<file path="config.mk">
export PLATFORM = sky130hd
export DESIGN_NAME = pkt_tx_ctrl
export DESIGN_NICKNAME = d
export VERILOG_FILES = /design/src/rtl/pkt_tx_ctrl.sv
export SDC_FILE = /design/constraint.sdc
export NUM_CORES = 1
export LEC_CHECK = 0
export BUFFER_PORTS_ARGS = -buffer_cell sky130_fd_sc_hd__buf_2
export CAP_MARGIN = 20
export CORE_MARGIN = 2
export CORE_UTILIZATION = 30
export CTS_CLUSTER_DIAMETER = 120
export DETAILED_ROUTE_END_ITERATION = 6
export GPL_ROUTABILITY_DRIVEN = 1
export PLACE_DENSITY = 0.53
export SYNTH_ARGS = -nofsm -noshare
export SYNTH_HDL_FRONTEND = slang
export SYNTH_SLANG_ARGS = --single-unit
</file>
<file path="constraint.sdc">
create_clock -name clk -period 4.8 [get_ports clk]
set_input_delay 0.96 -clock clk [delete_from_list [all_inputs] [get_ports clk]]
set_output_delay 0.96 -clock clk [all_outputs]
set_load 0.01 [all_outputs]
</file>
<file path="src/rtl/pkt_tx_ctrl.sv">
// pkt_tx_ctrl -- egress side of a packet FIFO.
//
// Fetches committed packets from a FIFO that has a one-cycle read latency.
// Fetched words go into a 2-entry skid buffer and are emitted downstream
// at up to one word per cycle under out_rdy back-pressure.
//
// Ports
//   clk         single clock, rising edge
//   rst         asynchronous active-low reset (also resets the FIFO)
//   pkt_done    1-cycle pulse: one complete packet committed to the FIFO
//   fiforead    FIFO read request; data returns on the next cycle
//   valid_data  in_fifo holds a valid FIFO word
//   in_fifo     FIFO word: ctrl in the top CTRL_WIDTH bits, data below it
//   out_data    egress payload (head of the skid buffer, registered)
//   out_ctrl    egress control (head of the skid buffer, registered)
//   out_wr      egress write strobe
//   out_rdy     downstream accepts a word this cycle
//   pkt_avail   committed packets whose EOP word has not been fetched yet
//   tx_busy     egress state not IDLE, or the skid buffer holds words
//
// Optional feature (macro TX_PKT_STATS_EN):
//   tx_pkt_count   transmitted EOP words, wraps modulo 2^32
//   tx_word_count  transmitted words (out_wr pulses), wraps modulo 2^32
//
// Control decode: 0xFF = header, 0x00 = payload, anything else = EOP.
module pkt_tx_ctrl #(
  parameter int DATA_WIDTH = 64,
  parameter int CTRL_WIDTH = 8,
  parameter int CNT_WIDTH  = 8
) (
  input  logic                           clk,
  input  logic                           rst,
  input  logic                           pkt_done,
  output logic                           fiforead,
  input  logic                           valid_data,
  input  logic [CTRL_WIDTH+DATA_WIDTH-1:0] in_fifo,
  output logic [DATA_WIDTH-1:0]          out_data,
  output logic [CTRL_WIDTH-1:0]          out_ctrl,
  output logic                           out_wr,
  input  logic                           out_rdy,
  output logic [CNT_WIDTH-1:0]           pkt_avail,
  output logic                           tx_busy
`ifdef TX_PKT_STATS_EN
  ,
  output logic [31:0]                    tx_pkt_count,
  output logic [31:0]                    tx_word_count
`endif
);

  localparam logic [1:0] ST_IDLE    = 2'd0;
  localparam logic [1:0] ST_HDR     = 2'd1;
  localparam logic [1:0] ST_PAYLOAD = 2'd2;

  localparam logic [CTRL_WIDTH-1:0] CTRL_ZERO = {CTRL_WIDTH{1'b0}};
  localparam logic [CTRL_WIDTH-1:0] CTRL_ONES = {CTRL_WIDTH{1'b1}};
  localparam logic [CNT_WIDTH-1:0]  CNT_ZERO  = {CNT_WIDTH{1'b0}};
  localparam logic [CNT_WIDTH-1:0]  CNT_ONE   = {{(CNT_WIDTH-1){1'b0}}, 1'b1};
  localparam logic [CNT_WIDTH-1:0]  CNT_MAX   = {CNT_WIDTH{1'b1}};
  localparam logic [DATA_WIDTH-1:0] DATA_ZERO = {DATA_WIDTH{1'b0}};

  // Control-word decode helpers shared by the ingress and egress sides.
  function automatic logic is_hdr_ctrl(input logic [CTRL_WIDTH-1:0] c);
    return (c == CTRL_ONES);
  endfunction

  function automatic logic is_data_ctrl(input logic [CTRL_WIDTH-1:0] c);
    return (c == CTRL_ZERO);
  endfunction

  function automatic logic is_eop_ctrl(input logic [CTRL_WIDTH-1:0] c);
    return (c != CTRL_ZERO) && (c != CTRL_ONES);
  endfunction

  // Registers
  logic [CNT_WIDTH-1:0]  avail_r;
  logic                  rd_inflight_r;
  logic                  prev_eop_r;
  logic [1:0]            occ_r;
  logic [DATA_WIDTH-1:0] out_data_r;
  logic [CTRL_WIDTH-1:0] out_ctrl_r;
  logic [DATA_WIDTH-1:0] skid_data_r;
  logic [CTRL_WIDTH-1:0] skid_ctrl_r;
  logic [1:0]            state_r;

  // Combinational signals
  logic [DATA_WIDTH-1:0] in_data_s;
  logic [CTRL_WIDTH-1:0] in_ctrl_s;
  logic                  accept_s;
  logic                  in_eop_s;
  logic                  pop_s;
  logic [2:0]            level_s;
  logic                  fiforead_s;
  logic [CNT_WIDTH-1:0]  avail_nxt_s;
  logic [1:0]            occ_nxt_s;
  logic [DATA_WIDTH-1:0] head_data_nxt_s;
  logic [CTRL_WIDTH-1:0] head_ctrl_nxt_s;
  logic [DATA_WIDTH-1:0] skid_data_nxt_s;
  logic [CTRL_WIDTH-1:0] skid_ctrl_nxt_s;
  logic [1:0]            state_nxt_s;

  assign in_data_s = in_fifo[DATA_WIDTH-1:0];
  assign in_ctrl_s = in_fifo[DATA_WIDTH +: CTRL_WIDTH];

  // A returned word is only taken when this block asked for it last cycle;
  // this discards data answering a read that was issued before a reset.
  assign accept_s = valid_data & rd_inflight_r;

  // An EOP-coded word directly after another EOP is not a new boundary.
  assign in_eop_s = accept_s & is_eop_ctrl(in_ctrl_s) & ~prev_eop_r;

  assign pop_s = out_rdy & (occ_r != 2'd0);

  // Words that will be held after this cycle's pop, plus the word already
  // on its way from the FIFO. Counting the pop lets a read issue every
  // cycle while the downstream keeps up.
  assign level_s    = {1'b0, occ_r} - {2'b00, pop_s} + {2'b00, rd_inflight_r};
  assign fiforead_s = (avail_r != CNT_ZERO) & (level_s < 3'd2);

  // Pending-packet counter next value, saturating at both ends.
  always_comb begin
    avail_nxt_s = avail_r;
    if (pkt_done && !in_eop_s) begin
      if (avail_r != CNT_MAX) begin
        avail_nxt_s = avail_r + CNT_ONE;
      end else begin
        avail_nxt_s = avail_r;
      end
    end else if (in_eop_s && !pkt_done) begin
      if (avail_r != CNT_ZERO) begin
        avail_nxt_s = avail_r - CNT_ONE;
      end else begin
        avail_nxt_s = avail_r;
      end
    end else begin
      avail_nxt_s = avail_r;
    end
  end

  // Skid buffer next state: the head register drives the outputs directly,
  // the second entry catches the word in flight when the downstream stalls.
  always_comb begin
    head_data_nxt_s = out_data_r;
    head_ctrl_nxt_s = out_ctrl_r;
    skid_data_nxt_s = skid_data_r;
    skid_ctrl_nxt_s = skid_ctrl_r;
    occ_nxt_s       = occ_r;
    case (occ_r)
      2'd0: begin
        if (accept_s) begin
          head_data_nxt_s = in_data_s;
          head_ctrl_nxt_s = in_ctrl_s;
          occ_nxt_s       = 2'd1;
        end else begin
          occ_nxt_s = 2'd0;
        end
      end
      2'd1: begin
        if (accept_s && pop_s) begin
          head_data_nxt_s = in_data_s;
          head_ctrl_nxt_s = in_ctrl_s;
          occ_nxt_s       = 2'd1;
        end else if (accept_s) begin
          skid_data_nxt_s = in_data_s;
          skid_ctrl_nxt_s = in_ctrl_s;
          occ_nxt_s       = 2'd2;
        end else if (pop_s) begin
          occ_nxt_s = 2'd0;
        end else begin
          occ_nxt_s = 2'd1;
        end
      end
      2'd2: begin
        if (pop_s) begin
          head_data_nxt_s = skid_data_r;
          head_ctrl_nxt_s = skid_ctrl_r;
          if (accept_s) begin
            skid_data_nxt_s = in_data_s;
            skid_ctrl_nxt_s = in_ctrl_s;
            occ_nxt_s       = 2'd2;
          end else begin
            occ_nxt_s = 2'd1;
          end
        end else begin
          // The read throttle keeps a word from arriving while full.
          occ_nxt_s = 2'd2;
        end
      end
      default: begin
        occ_nxt_s = 2'd0;
      end
    endcase
  end

  // Egress state machine, advanced by each word that leaves the buffer.
  always_comb begin
    state_nxt_s = state_r;
    if (pop_s) begin
      case (state_r)
        ST_IDLE: begin
          if (is_hdr_ctrl(out_ctrl_r)) begin
            state_nxt_s = ST_HDR;
          end else if (is_data_ctrl(out_ctrl_r)) begin
            state_nxt_s = ST_PAYLOAD;
          end else begin
            state_nxt_s = ST_IDLE;
          end
        end
        ST_HDR: begin
          if (is_data_ctrl(out_ctrl_r)) begin
            state_nxt_s = ST_PAYLOAD;
          end else begin
            state_nxt_s = ST_HDR;
          end
        end
        ST_PAYLOAD: begin
          if (!is_data_ctrl(out_ctrl_r)) begin
            state_nxt_s = ST_IDLE;
          end else begin
            state_nxt_s = ST_PAYLOAD;
          end
        end
        default: begin
          state_nxt_s = ST_IDLE;
        end
      endcase
    end else begin
      state_nxt_s = state_r;
    end
  end

  // Control registers: pending count, read tracking, occupancy, FSM state.
  always_ff @(posedge clk or negedge rst) begin
    if (!rst) begin
      avail_r       <= CNT_ZERO;
      rd_inflight_r <= 1'b0;
      prev_eop_r    <= 1'b0;
      occ_r         <= 2'd0;
      state_r       <= ST_IDLE;
    end else begin
      avail_r       <= avail_nxt_s;
      rd_inflight_r <= fiforead_s;
      if (accept_s) begin
        prev_eop_r <= in_eop_s;
      end else begin
        prev_eop_r <= prev_eop_r;
      end
      occ_r   <= occ_nxt_s;
      state_r <= state_nxt_s;
    end
  end

  // Data registers of the skid buffer (head entry is the output register).
  always_ff @(posedge clk or negedge rst) begin
    if (!rst) begin
      out_data_r  <= DATA_ZERO;
      out_ctrl_r  <= CTRL_ZERO;
      skid_data_r <= DATA_ZERO;
      skid_ctrl_r <= CTRL_ZERO;
    end else begin
      out_data_r  <= head_data_nxt_s;
      out_ctrl_r  <= head_ctrl_nxt_s;
      skid_data_r <= skid_data_nxt_s;
      skid_ctrl_r <= skid_ctrl_nxt_s;
    end
  end

  assign fiforead  = fiforead_s;
  assign out_data  = out_data_r;
  assign out_ctrl  = out_ctrl_r;
  assign out_wr    = pop_s;
  assign pkt_avail = avail_r;
  assign tx_busy   = (state_r != ST_IDLE) | (occ_r != 2'd0);

`ifdef TX_PKT_STATS_EN
  logic [31:0] tx_pkt_count_r;
  logic [31:0] tx_word_count_r;
  logic        tx_eop_s;

  assign tx_eop_s = pop_s & (state_r == ST_PAYLOAD) & is_eop_ctrl(out_ctrl_r);

  // Transmit statistics, free-running and wrapping.
  always_ff @(posedge clk or negedge rst) begin
    if (!rst) begin
      tx_pkt_count_r  <= 32'd0;
      tx_word_count_r <= 32'd0;
    end else begin
      if (tx_eop_s) begin
        tx_pkt_count_r <= tx_pkt_count_r + 32'd1;
      end else begin
        tx_pkt_count_r <= tx_pkt_count_r;
      end
      if (pop_s) begin
        tx_word_count_r <= tx_word_count_r + 32'd1;
      end else begin
        tx_word_count_r <= tx_word_count_r;
      end
    end
  end

  assign tx_pkt_count  = tx_pkt_count_r;
  assign tx_word_count = tx_word_count_r;
`endif

endmodule

</file>
==> results of run 1 <==
[worst paths after layout]
| check | from | cells after the start | endpoint | slack, ps |
|---|---|---|---|---|
| setup / recovery | occ_r[1] | 8 | fiforead | 1030 |
| min in group asynchronous | rst | 1 | out_data[51] | 560 |
| hold / removal | out_data[50] | 2 | out_data[50] | 480 |
| max in group asynchronous | rst | 2 | out_data[7] | 3330 |
| hold reg to reg | out_data[50] | 2 | out_data[50] | 480 |
| setup reg to reg | rd_inflight_r | 11 | pkt_avail[5] | 1800 |
[power by group through the flow]
stage / Clock [uW] / Combinational (uW) / Sequential, uW
2_1_floorplan: 0 / 1620 / 2480
3_3_place_gp: 0 / 2500 / 2390
3_5_place_dp: 0 / 2540 / 2410
4_1_cts: 1420 / 2540 / 2390
5_1_grt: 1480 / 2800 / 2490
6_report: 1360 / 2470 / 2390
[logic make-up (layout without fill, tap and decap cells)]
logic type	Yosys count	in the layout	share of synthesized area
flops	158	158	0.547
mux	152	152	0.224
simple gates	127	127	0.0819
compound gates	111	111	0.0878
buf+inv	43	207	0.0289
fa+ha+maj	12	12	0.0229
xor+xnor	6	6	0.00728
other cells	0	2	0
[tightest hold or removal path: stages (launching register included)]
cell     delay, ps
dfrtp_1        340
nand2_1         50
o21ai_1         60
[area by class of cell]
type	instances	area, um2	area share
clock inverters	12	136	0.0152
repair buffers	165	897	0.100
flip-flops and latches	158	3950	0.442
multi-input cells	408	3070	0.343
clock buffers	20	447	0.0499
inverters	10	37.5	0.00420
well taps	319	399	0.0446
diodes	2	5.00	0.000560
[cells in the final DEF, fill, tap and decap left out, types with 3 or more instances in the layout]
| cell type | instances |
|---|---|
| mux2i_1 | 76 |
| xnor2_1 | 6 |
| ha_1 | 10 |
| nand4_1 | 4 |
| inv_1 | 9 |
| a21oi_1 | 5 |
| clkbuf_16 | 17 |
| mux2_1 | 75 |
| nor4_1 | 9 |
| dfrtp_1 | 158 |
| nor3_1 | 3 |
| nand2_1 | 85 |
| buf_2 | 158 |
| o21ai_0 | 11 |
| o21ai_1 | 76 |
| nand3_1 | 3 |
| a211oi_1 | 3 |
| clkinv_4 | 3 |
| nor2_1 | 6 |
| buf_12 | 4 |
| clkinvlp_4 | 3 |
[per-stage QoR]
| step | std cells | area, um2 |
|---|---|---|
| floorplan | 609 | 7220 |
| global placement | 1060 | 8360 |
| CTS | 1092 | 8940 |
| global route | 1092 | 8940 |
| detailed placement | 1060 | 8360 |
| finish | 1094 | 8940 |
[flip-flops by register name (all words and copies together), names as in the netlist, 2 cells and up]
signal / cells
out_data: 64
skid_ctrl_r: 8
skid_data_r: 64
occ_r: 2
pkt_avail: 8
out_ctrl: 8
state_r: 2
[metal layers]
layer  vias up  global-route usage
met2       103               0.200
met3        10              0.0492
met1      2455               0.188
met4         4              0.0322
met5         -                   0
li1       2481                   -
==> flow_summary.json, run 1 <==
{
  "outcome": "completed",
  "start_kind": "flop",
  "wl_met2_mm": 7.26,
  "clkTransAtPathRegs_ps": 70,
  "clockPowerShare": 0.219,
  "period_needed_ps": 3770,
  "cap_viol_max_count": 0,
  "crit_required_ps": 3840,
  "synthCells": 609,
  "portBuffers": 159,
  "area_delta_synth_final_pct": 23.8,
  "grt_pass1_wl_mm": 27.5,
  "cts_tree": "done",
  "cts_hold_buf": 0,
  "drive_gt1_frac": 0.266,
  "slew-limit-headroom": 0.305,
  "ioPinCount": 160,
  "swShare": 0.372,
  "cts_buffer_depth": 2,
  "die_x_um": 159,
  "rsz0062_at_grt": "false",
  "net-switching-power_uw": 2320,
  "drv_slew": 0,
  "num_rows": 56,
  "grt_use_total": 0.135,
  "cpPeakStageDelay_ps": 500,
  "first_pass_iters": 4,
  "wire_per_inst_um": 15.2,
  "leakagePower_uw": 0.00405,
  "pwr-share-seq": 0.383,
  "fillers": 2409,
  "fin_worst_skew_ps": 8.49,
  "worstSkewPairLatency_ps": 420,
  "cp_cell_sequence": "o21ai_1 > inv_1 > ha_1 > nand2b_1 > fa_1 > xnor2_1 > and3_1 > buf_2",
  "yosys.area.top_type_share": 0.547,
  "whs_ps": 479,
  "postLayoutSetupSlackWorst_ps": 1030,
  "drc": 0,
  "grt_pass1_vias": 4996,
  "drt-initial-drc-count": 278,
  "finalHoldViolCount": 0,
  "start_util": 0.307,
  "yosys.area.top_type": "dfrtp_1",
  "max_freq_ghz": 0.265,
  "setup.worst_path.end_class": "primary output",
  "power.total_uw": 6220,
  "synth_edf_count": 0,
  "final.setup.tns_ps": 0,
  "met1_length_mm": 8.13,
  "htree_num_levels": 4,
  "synth.area.top_cells": "dfrtp_1 (55%), mux2_1 (12%), mux2i_1 (11%), o21ai_1 (5.3%), nand2_1 (4.4%)",
  "nets": 849,
  "ys_seq_area_frac": 0.547,
  "crit_buf_inv": 2,
  "netlist_area_um2": 7220,
  "hold_path.class": "reg2reg",
  "grt-ovfl-total": 0,
  "syn-num-nets": 698,
  "ys.flop_type": "dfrtp_1",
  "wl_mm": 16.6,
  "post-route-util": 0.380,
  "grt_max_degree": 145,
  "critPathSlowestCell": "dfrtp_1",
  "synth.avg_cell_area_um2": 11.9,
  "synth_seq_cells": 158,
  "ant_nets": 0,
  "cp_top_family": "adder cells",
  "top_layer_used": "met5",
  "cts_setup_buffers": 0,
  "cts_buffers": 17,
  "die_height_um": 159,
  "crit_arrival_ps": 2810,
  "synthArstFlopShare": 1.00,
  "globalplace.congestion": 0.761,
  "synth_commonest_cells": "dfrtp_1 (158), nand2_1 (85), mux2i_1 (76), o21ai_1 (76), mux2_1 (75)",
  "antenna_found_initial": 3,
  "yosysWarnings": 0,
  "dieArea_um2": 25300,
  "worstMarginPinSlew_ps": 1040,
  "post-dp-hpwl_mm": 11.2,
  "combPwrFrac": 0.398,
  "vias_per_cell": 4.62,
  "routed-via-count": 5053,
  "cts_root_buf": "clkbuf_16",
  "cp_max_fo": 10,
  "wl_met3_mm": 1.11,
  "post-place-ws_ps": 909,
  "path_class": "reg2out",
  "max-vdd-ir-drop_mv": 0.390,
  "p_int_uw": 3910,
  "fin_crit_sh": 0.786,
  "placeableCoreArea_um2": 23500,
  "yosysUniqueCellTypes": 51,
  "clock_sinks": 158,
  "cts_resized": 0,
  "synth_most_common_cell": "dfrtp_1",
  "setup_violations": 0,
  "p_per_area_nw_per_um2": 696
}
(Power assumes the default switching activity.)
==> run 2: changes to the inputs <==
--- a/config.mk
+++ b/config.mk
@@ -5,6 +5,7 @@
 export SDC_FILE = /design/constraint.sdc
 export NUM_CORES = 1
 export LEC_CHECK = 0
+export ABC_AREA = 1
 export BUFFER_PORTS_ARGS = -buffer_cell sky130_fd_sc_hd__buf_2
 export CAP_MARGIN = 20
 export CORE_MARGIN = 2
@@ -12,7 +13,7 @@
 export CTS_CLUSTER_DIAMETER = 120
 export DETAILED_ROUTE_END_ITERATION = 6
 export GPL_ROUTABILITY_DRIVEN = 1
-export PLACE_DENSITY = 0.53
+export PLACE_DENSITY = 0.55
 export SYNTH_ARGS = -nofsm -noshare
 export SYNTH_HDL_FRONTEND = slang
 export SYNTH_SLANG_ARGS = --single-unit
==> constraint.sdc (replaced) <==
create_clock -name clk -period 3.39 [get_ports clk]
set_input_delay 0.678 -clock clk [delete_from_list [all_inputs] [get_ports clk]]
set_output_delay 0.678 -clock clk [all_outputs]
set_load 0.01 [all_outputs]
==> run 2 against run 1 <==
Against the previous run:
- area after synthesis fell by 1.6%
- hold slack got worse by 250 ps
- critical endpoint unchanged
- core utilization fell by 0.11 points
- non-clock buffer count rose by 4
- flip-flop and latch count did not move
- highest routed layer is now met4
==> flow_summary.json, run 2 <==
{
  "period_needed_ps": 3190,
  "cts_hold_buf": 0,
  "combPwrFrac": 0.388,
  "start_util": 0.304,
  "cts_buffer_depth": 2,
  "crit_arrival_ps": 2510,
  "net-switching-power_uw": 3280,
  "crit_required_ps": 2710,
  "num_rows": 56,
  "instances_no_fill": 1324,
  "yosys.area.top_type": "dfrtp_1",
  "setup_violations": 0,
  "max_freq_ghz": 0.314,
  "start_kind": "flop",
  "finalInstanceArea_um2": 8860,
  "grt-ovfl-total": 0,
  "leakagePower_uw": 0.00435,
  "cts_tree": "done",
  "clkTransAtPathRegs_ps": 70,
  "timing.rr.start": "rd_inflight_r",
  "vias_per_cell": 4.36,
  "max-vdd-ir-drop_mv": 0.471,
  "r2r_cells": 14,
  "dp_cells": 1293,
  "first_pass_iters": 4,
  "r2r_slack_ps": 870,
  "grt_use_total": 0.137,
  "fillers": 2498,
  "p_per_area_nw_per_um2": 952,
  "wl_mm": 16.4,
  "synth_most_common_cell": "dfrtp_1",
  "antenna_found_initial": 0,
  "cp-startpoint": "occ_r[0]",
  "finalHoldViolCount": 0,
  "cp_max_fo": 5,
  "fin_worst_skew_ps": 11.6,
  "synth.area.top_cells": "dfrtp_1 (56%), a21oi_1 (8.2%), nand2_1 (7.4%), nor2_1 (7.0%), o21ai_0 (6.5%)",
  "post-dp-hpwl_mm": 11.0,
  "synthCells": 851,
  "antenna_cells": 0,
  "globalplace.congestion": 0.821,
  "post-place-ws_ps": 302,
  "clock_sinks": 158,
  "r2r-end": "pkt_avail[7]",
  "cap_viol_max_count": 0,
  "drc": 0,
  "use_met1": 0.186,
  "grt_pass1_vias": 5335,
  "yosysUniqueCellTypes": 27,
  "grt_max_degree": 96,
  "ys.flop_type": "dfrtp_1",
  "final.setup.tns_ps": 0,
  "placeableCoreArea_um2": 23400,
  "routed-via-count": 5776,
  "top_usage_layer": "met2",
  "area_delta_synth_final_pct": 24.7,
  "drt-initial-drc-count": 300,
  "rsz0062_at_grt": "false",
  "worstSkewPairLatency_ps": 410,
  "htree_num_levels": 4,
  "yosysWarnings": 0,
  "cp_cell_sequence": "nor2_4 > nor2_1 > ha_1 > inv_1 > nand2_1 > fa_1 > o21ai_0 > a211oi_2 > buf_2",
  "cts_buffers": 17,
  "drive_gt1_frac": 0.207,
  "setup.worst_path.end_class": "primary output",
  "pwr-share-seq": 0.382,
  "p_int_uw": 5160,
  "post-route-util": 0.379,
  "clockPowerShare": 0.230,
  "wire_per_inst_um": 12.4,
  "ioPinCount": 160,
  "portBuffers": 159,
  "path_class": "reg2out",
  "outcome": "completed",
  "final_cell_mix": "buf_2 (158), dfrtp_1 (158), nand2_1 (140)",
  "grt_use_met2": 0.219,
  "drv_slew": 0,
  "synth_edf_count": 0,
  "die_height_um": 158,
  "hold_path.class": "in2async",
  "synth_commonest_cells": "dfrtp_1 (158), nand2_1 (140), nor2_1 (133)",
  "synth.avg_cell_area_um2": 8.36,
  "netlist_area_um2": 7110,
  "swShare": 0.388,
  "postLayoutSetupSlackWorst_ps": 200,
  "synthArstFlopShare": 1.00,
  "die_x_um": 158,
  "slew-limit-headroom": 0.423,
  "nets": 1082,
  "fin_crit_sh": 0.941,
  "worstMarginPinSlew_ps": 865,
  "grt_use_met3": 0.0312,
  "cpPeakStageDelay_ps": 480,
  "cts_root_buf": "clkbuf_16",
  "endpoint": "fiforead",
  "dieArea_um2": 24900,
  "synth_seq_cells": 158,
  "syn-num-nets": 940,
  "ys_seq_area_frac": 0.556,
  "place_area_um2": 8260,
  "yosys.area.top_type_share": 0.556,
  "grt_pass1_wl_mm": 26.9,
  "ant_nets": 0,
  "critPathSlowestCell": "fa_1"
}
run 2: cell count changes in the layout (fill, tap and decap cells not counted), sizes merged, moves of 7 or more:
cell,previous run,this run
nor4,9,2
inv,12,100
nand2,85,140
o21ai,87,106
o211ai,0,8
mux2,76,0
mux2i,76,0
nor2,7,134
nand3,4,13
a21oi,5,116
run 2: metal layers:
metal | routed length (um) | vias up | share of wire
li1 | - | 3018 | -
met1 | 8150 | 2644 | 0.50
met2 | 7480 | 107 | 0.45
met3 | 696 | 7 | 0.042
met4 | 115 | 0 | 0.0070
met5 | 0 | - | 0
run 2: cells by family (layout without fill, tap and decap cells):
kind of cell | Yosys count | in the layout | share of synthesized area
AOI/OAI and AO/OA | 234 | 234 | 0.170
xor gates and xnor gates | 6 | 6 | 0.00739
adders and majority gates | 12 | 12 | 0.0232
buffers and inverters | 143 | 297 | 0.0794
DFF | 158 | 158 | 0.556
and+or+nand+nor | 298 | 298 | 0.164
run 2: power groups by stage:
stage	logic (uW)	registers, uW	clock network (uW)
2_1_floorplan	2010	3410	0
3_3_place_gp	3280	3240	0
3_5_place_dp	3330	3260	0
4_1_cts	3340	3230	2010
5_1_grt	3780	3330	2090
6_report	3280	3230	1940
run 2: worst min-delay path by stage:
stage	start	cells past startpoint	to	slack [ps]
final	rst	1	out_data[36]	230
after floorplan	rst	0	occ_r[0]	380
after global routing	rst	1	skid_data_r[35]	300
after detailed placement	skid_data_r[60]	2	skid_data_r[60]	470
after CTS	rst	1	out_data[36]	270
after global placement	skid_data_r[53]	2	skid_data_r[53]	460
run 2: through the flow:
stage / total power [uW] / hold WS [ps]
after global placement: 6520 / 464
after CTS: 8580 / 270
final: 8440 / 234
after floorplan: 5410 / 382
after global routing: 9210 / 302
after detailed placement: 6580 / 469
run 2: area by class of cell:
cell class / instances / area, um2 / share of cell area
Sequential cell: 158 / 3950 / 0.446
Clock buffer: 20 / 457 / 0.0515
Timing Repair Buffer: 169 / 927 / 0.105
Multi-Input combinational cell: 550 / 2630 / 0.297
Tap cell: 319 / 399 / 0.0450
Inverter: 97 / 364 / 0.0411
Clock inverter: 11 / 134 / 0.0151
run 2: worst max-delay path: cells and delay by family (launching register included):
family / cells / cell delay, ps
fa+ha+maj: 2 / 770
compound gates: 2 / 320
simple gates: 3 / 330
flops: 1 / 470
buf+inv: 2 / 220
run 2: repair_timing:
item                                    4_1_cts  5_1_grt
buffers inserted                              0        0
hold endpoints to repair                      0        0
gates resized for setup                       1        2
endpoints found under the setup margin        1        1
==> run 3: changes to the inputs <==
--- a/config.mk
+++ b/config.mk
@@ -7,13 +7,15 @@
 export LEC_CHECK = 0
 export ABC_AREA = 1
 export BUFFER_PORTS_ARGS = -buffer_cell sky130_fd_sc_hd__buf_2
-export CAP_MARGIN = 20
+export CAP_MARGIN = 30
+export CELL_PAD_IN_SITES_DETAIL_PLACEMENT = 2
+export CELL_PAD_IN_SITES_GLOBAL_PLACEMENT = 2
 export CORE_MARGIN = 2
-export CORE_UTILIZATION = 30
+export CORE_UTILIZATION = 28
 export CTS_CLUSTER_DIAMETER = 120
 export DETAILED_ROUTE_END_ITERATION = 6
 export GPL_ROUTABILITY_DRIVEN = 1
-export PLACE_DENSITY = 0.55
+export PLACE_DENSITY = 0.79
 export SYNTH_ARGS = -nofsm -noshare
 export SYNTH_HDL_FRONTEND = slang
 export SYNTH_SLANG_ARGS = --single-unit
==> run 3 against run 2 <==
Against the previous run:
- fmax fell by 0.64%
- combinational power rose by 6.7%
- setup slack lost 20 ps
- via count up 7.9%
- cell count up 1.4%
- highest routed layer unchanged
- critical endpoint unchanged
- first-iteration DRC count is 19% lower
- critical path depth stayed put
- cell area up 0.61%
- core utilization is 2.3 points lower
- global-route usage up 2.7 points
==> flow_summary.json, run 3 (synthesis gave the netlist of run 2 again) <==
{
  "cts_buffer_depth": 2,
  "period_needed_ps": 3210,
  "final_cell_mix": "buf_2 (158), dfrtp_1 (156), nand2_1 (140)",
  "portBuffers": 159,
  "clkTransAtPathRegs_ps": 70,
  "seqCellArea_um2": 3960,
  "nets": 1089,
  "fillers": 2918,
  "power.total_uw": 8720,
  "r2r_slack_ps": 970,
  "fin_worst_skew_ps": 8.89,
  "wire_per_inst_um": 15.4,
  "grt_use_total": 0.164,
  "final_common_cell": "buf_2",
  "vias_per_cell": 4.65,
  "instances_no_fill": 1342,
  "hold_path.class": "in2async",
  "drive_gt1_frac": 0.214,
  "whs_ps": 267,
  "crit_arrival_ps": 2530,
  "setup_violations": 0,
  "num_rows": 58,
  "r2r_cells": 9,
  "post-route-util": 0.356,
  "ioPinCount": 160,
  "drv_slew": 0,
  "clock_sinks": 158,
  "wl_mm": 20.6,
  "crit_required_ps": 2710,
  "antenna_cells": 0,
  "outcome": "completed",
  "cp-startpoint": "occ_r[0]",
  "max-vdd-ir-drop_mv": 0.358,
  "finalHoldViolCount": 0,
  "worstMarginPinSlew_ps": 918,
  "routed-via-count": 6235,
  "setup.worst_path.end_class": "primary output",
  "drt-initial-drc-count": 243,
  "htree_num_levels": 4,
  "cap_viol_max_count": 0,
  "place_area_um2": 8310,
  "dp_cells": 1310,
  "dieArea_um2": 26700,
  "post-dp-hpwl_mm": 14.6,
  "cp_max_fo": 5,
  "placeableCoreArea_um2": 25000,
  "grt_pass1_vias": 6841,
  "leakagePower_uw": 0.00438,
  "endpoint": "fiforead",
  "first_pass_iters": 4,
  "cts_root_buf": "clkbuf_16",
  "grt_max_degree": 96,
  "die_x_um": 163,
  "start_util": 0.284,
  "grt_pass1_wl_mm": 34.9,
  "cts_hold_buf": 0,
  "globalplace.congestion": 0.753,
  "cts_buffers": 17,
  "drc": 0,
  "slew-limit-headroom": 0.388,
  "grt-ovfl-total": 0,
  "max_freq_ghz": 0.312,
  "timing.rr.start": "occ_r[0]",
  "ant_nets": 0,
  "worstSkewPairLatency_ps": 420,
  "p_per_area_nw_per_um2": 978,
  "start_kind": "flop",
  "fin_crit_sh": 0.947,
  "finalInstanceArea_um2": 8920,
  "path_class": "reg2out",
  "die_height_um": 163,
  "antenna_found_initial": 0,
  "r2r-end": "out_data[13]",
  "area_delta_synth_final_pct": 25.4,
  "cts_tree": "done",
  "multiInputGateArea_um2": 2620
}
## run 3: cell types whose count changed in the layout (fill, tap and decap cells not counted), moves of 2 or more
cell,delta
clkinvlp_4,-2
inv_6,+2
clkinv_4,+2
dfrtp_2,+2
dfrtp_1,-2
buf_4,+8
## run 3: per-stage QoR
stage                     setup WS, ps  setup TNS [ps]
after floorplan                    276               0
after global placement             303               0
after detailed placement           197               0
after CTS                         29.1               0
after global routing             -19.8           -19.8
final                              180               0
## run 3: final cells by class
type | instances | share of cell area
flip-flops and latches | 158 | 0.444
multi-input cells | 550 | 0.294
repair buffers | 176 | 0.108
clock buffers | 18 | 0.0492
well taps | 330 | 0.0463
inverters | 97 | 0.0408
clock inverters | 13 | 0.0173
## run 3: how the worst min path moves through the flow
| stage | start | end | cells after the start |
|---|---|---|---|
| floorplan | rst | occ_r[0] | 0 |
| global placement | skid_data_r[54] | skid_data_r[54] | 2 |
| detailed placement | skid_data_r[59] | skid_data_r[59] | 2 |
| CTS | rst | skid_data_r[36] | 1 |
| global route | rst | skid_data_r[36] | 1 |
| finish | rst | skid_data_r[35] | 1 |
## run 3: worst max-delay path, cell delays in order, from the launching register on
cell and delay (ps):
dfrtp_2 460, nor2_4 180, nor2_1 80, ha_1 290, inv_1 70, nand2_1 60
fa_1 470, o21ai_0 70, a211oi_1 220, buf_2 190
## run 3: routing by layer
layer	up-vias	wire length, um	GRT usage
met4	0	297	0.0463
met1	3090	9350	0.209
met5	-	0	0
met3	20	682	0.0292
li1	3021	-	-
met2	104	10300	0.283
## run 3: what timing repair did
| action | 4_1_cts | 5_1_grt |
|---|---|---|
| buffers inserted | 0 | 1 |
| pin swaps | 0 | 1 |
| resized for setup | 2 | 2 |
| cloned | 0 | 0 |
| setup endpoints to repair | 1 | 1 |
## run 3: power breakdown
part | total, uW | switching, uW | internal (uW)
clock network | 1970 | 847 | 1120
logic | 3500 | 2180 | 1320
registers | 3250 | 470 | 2780
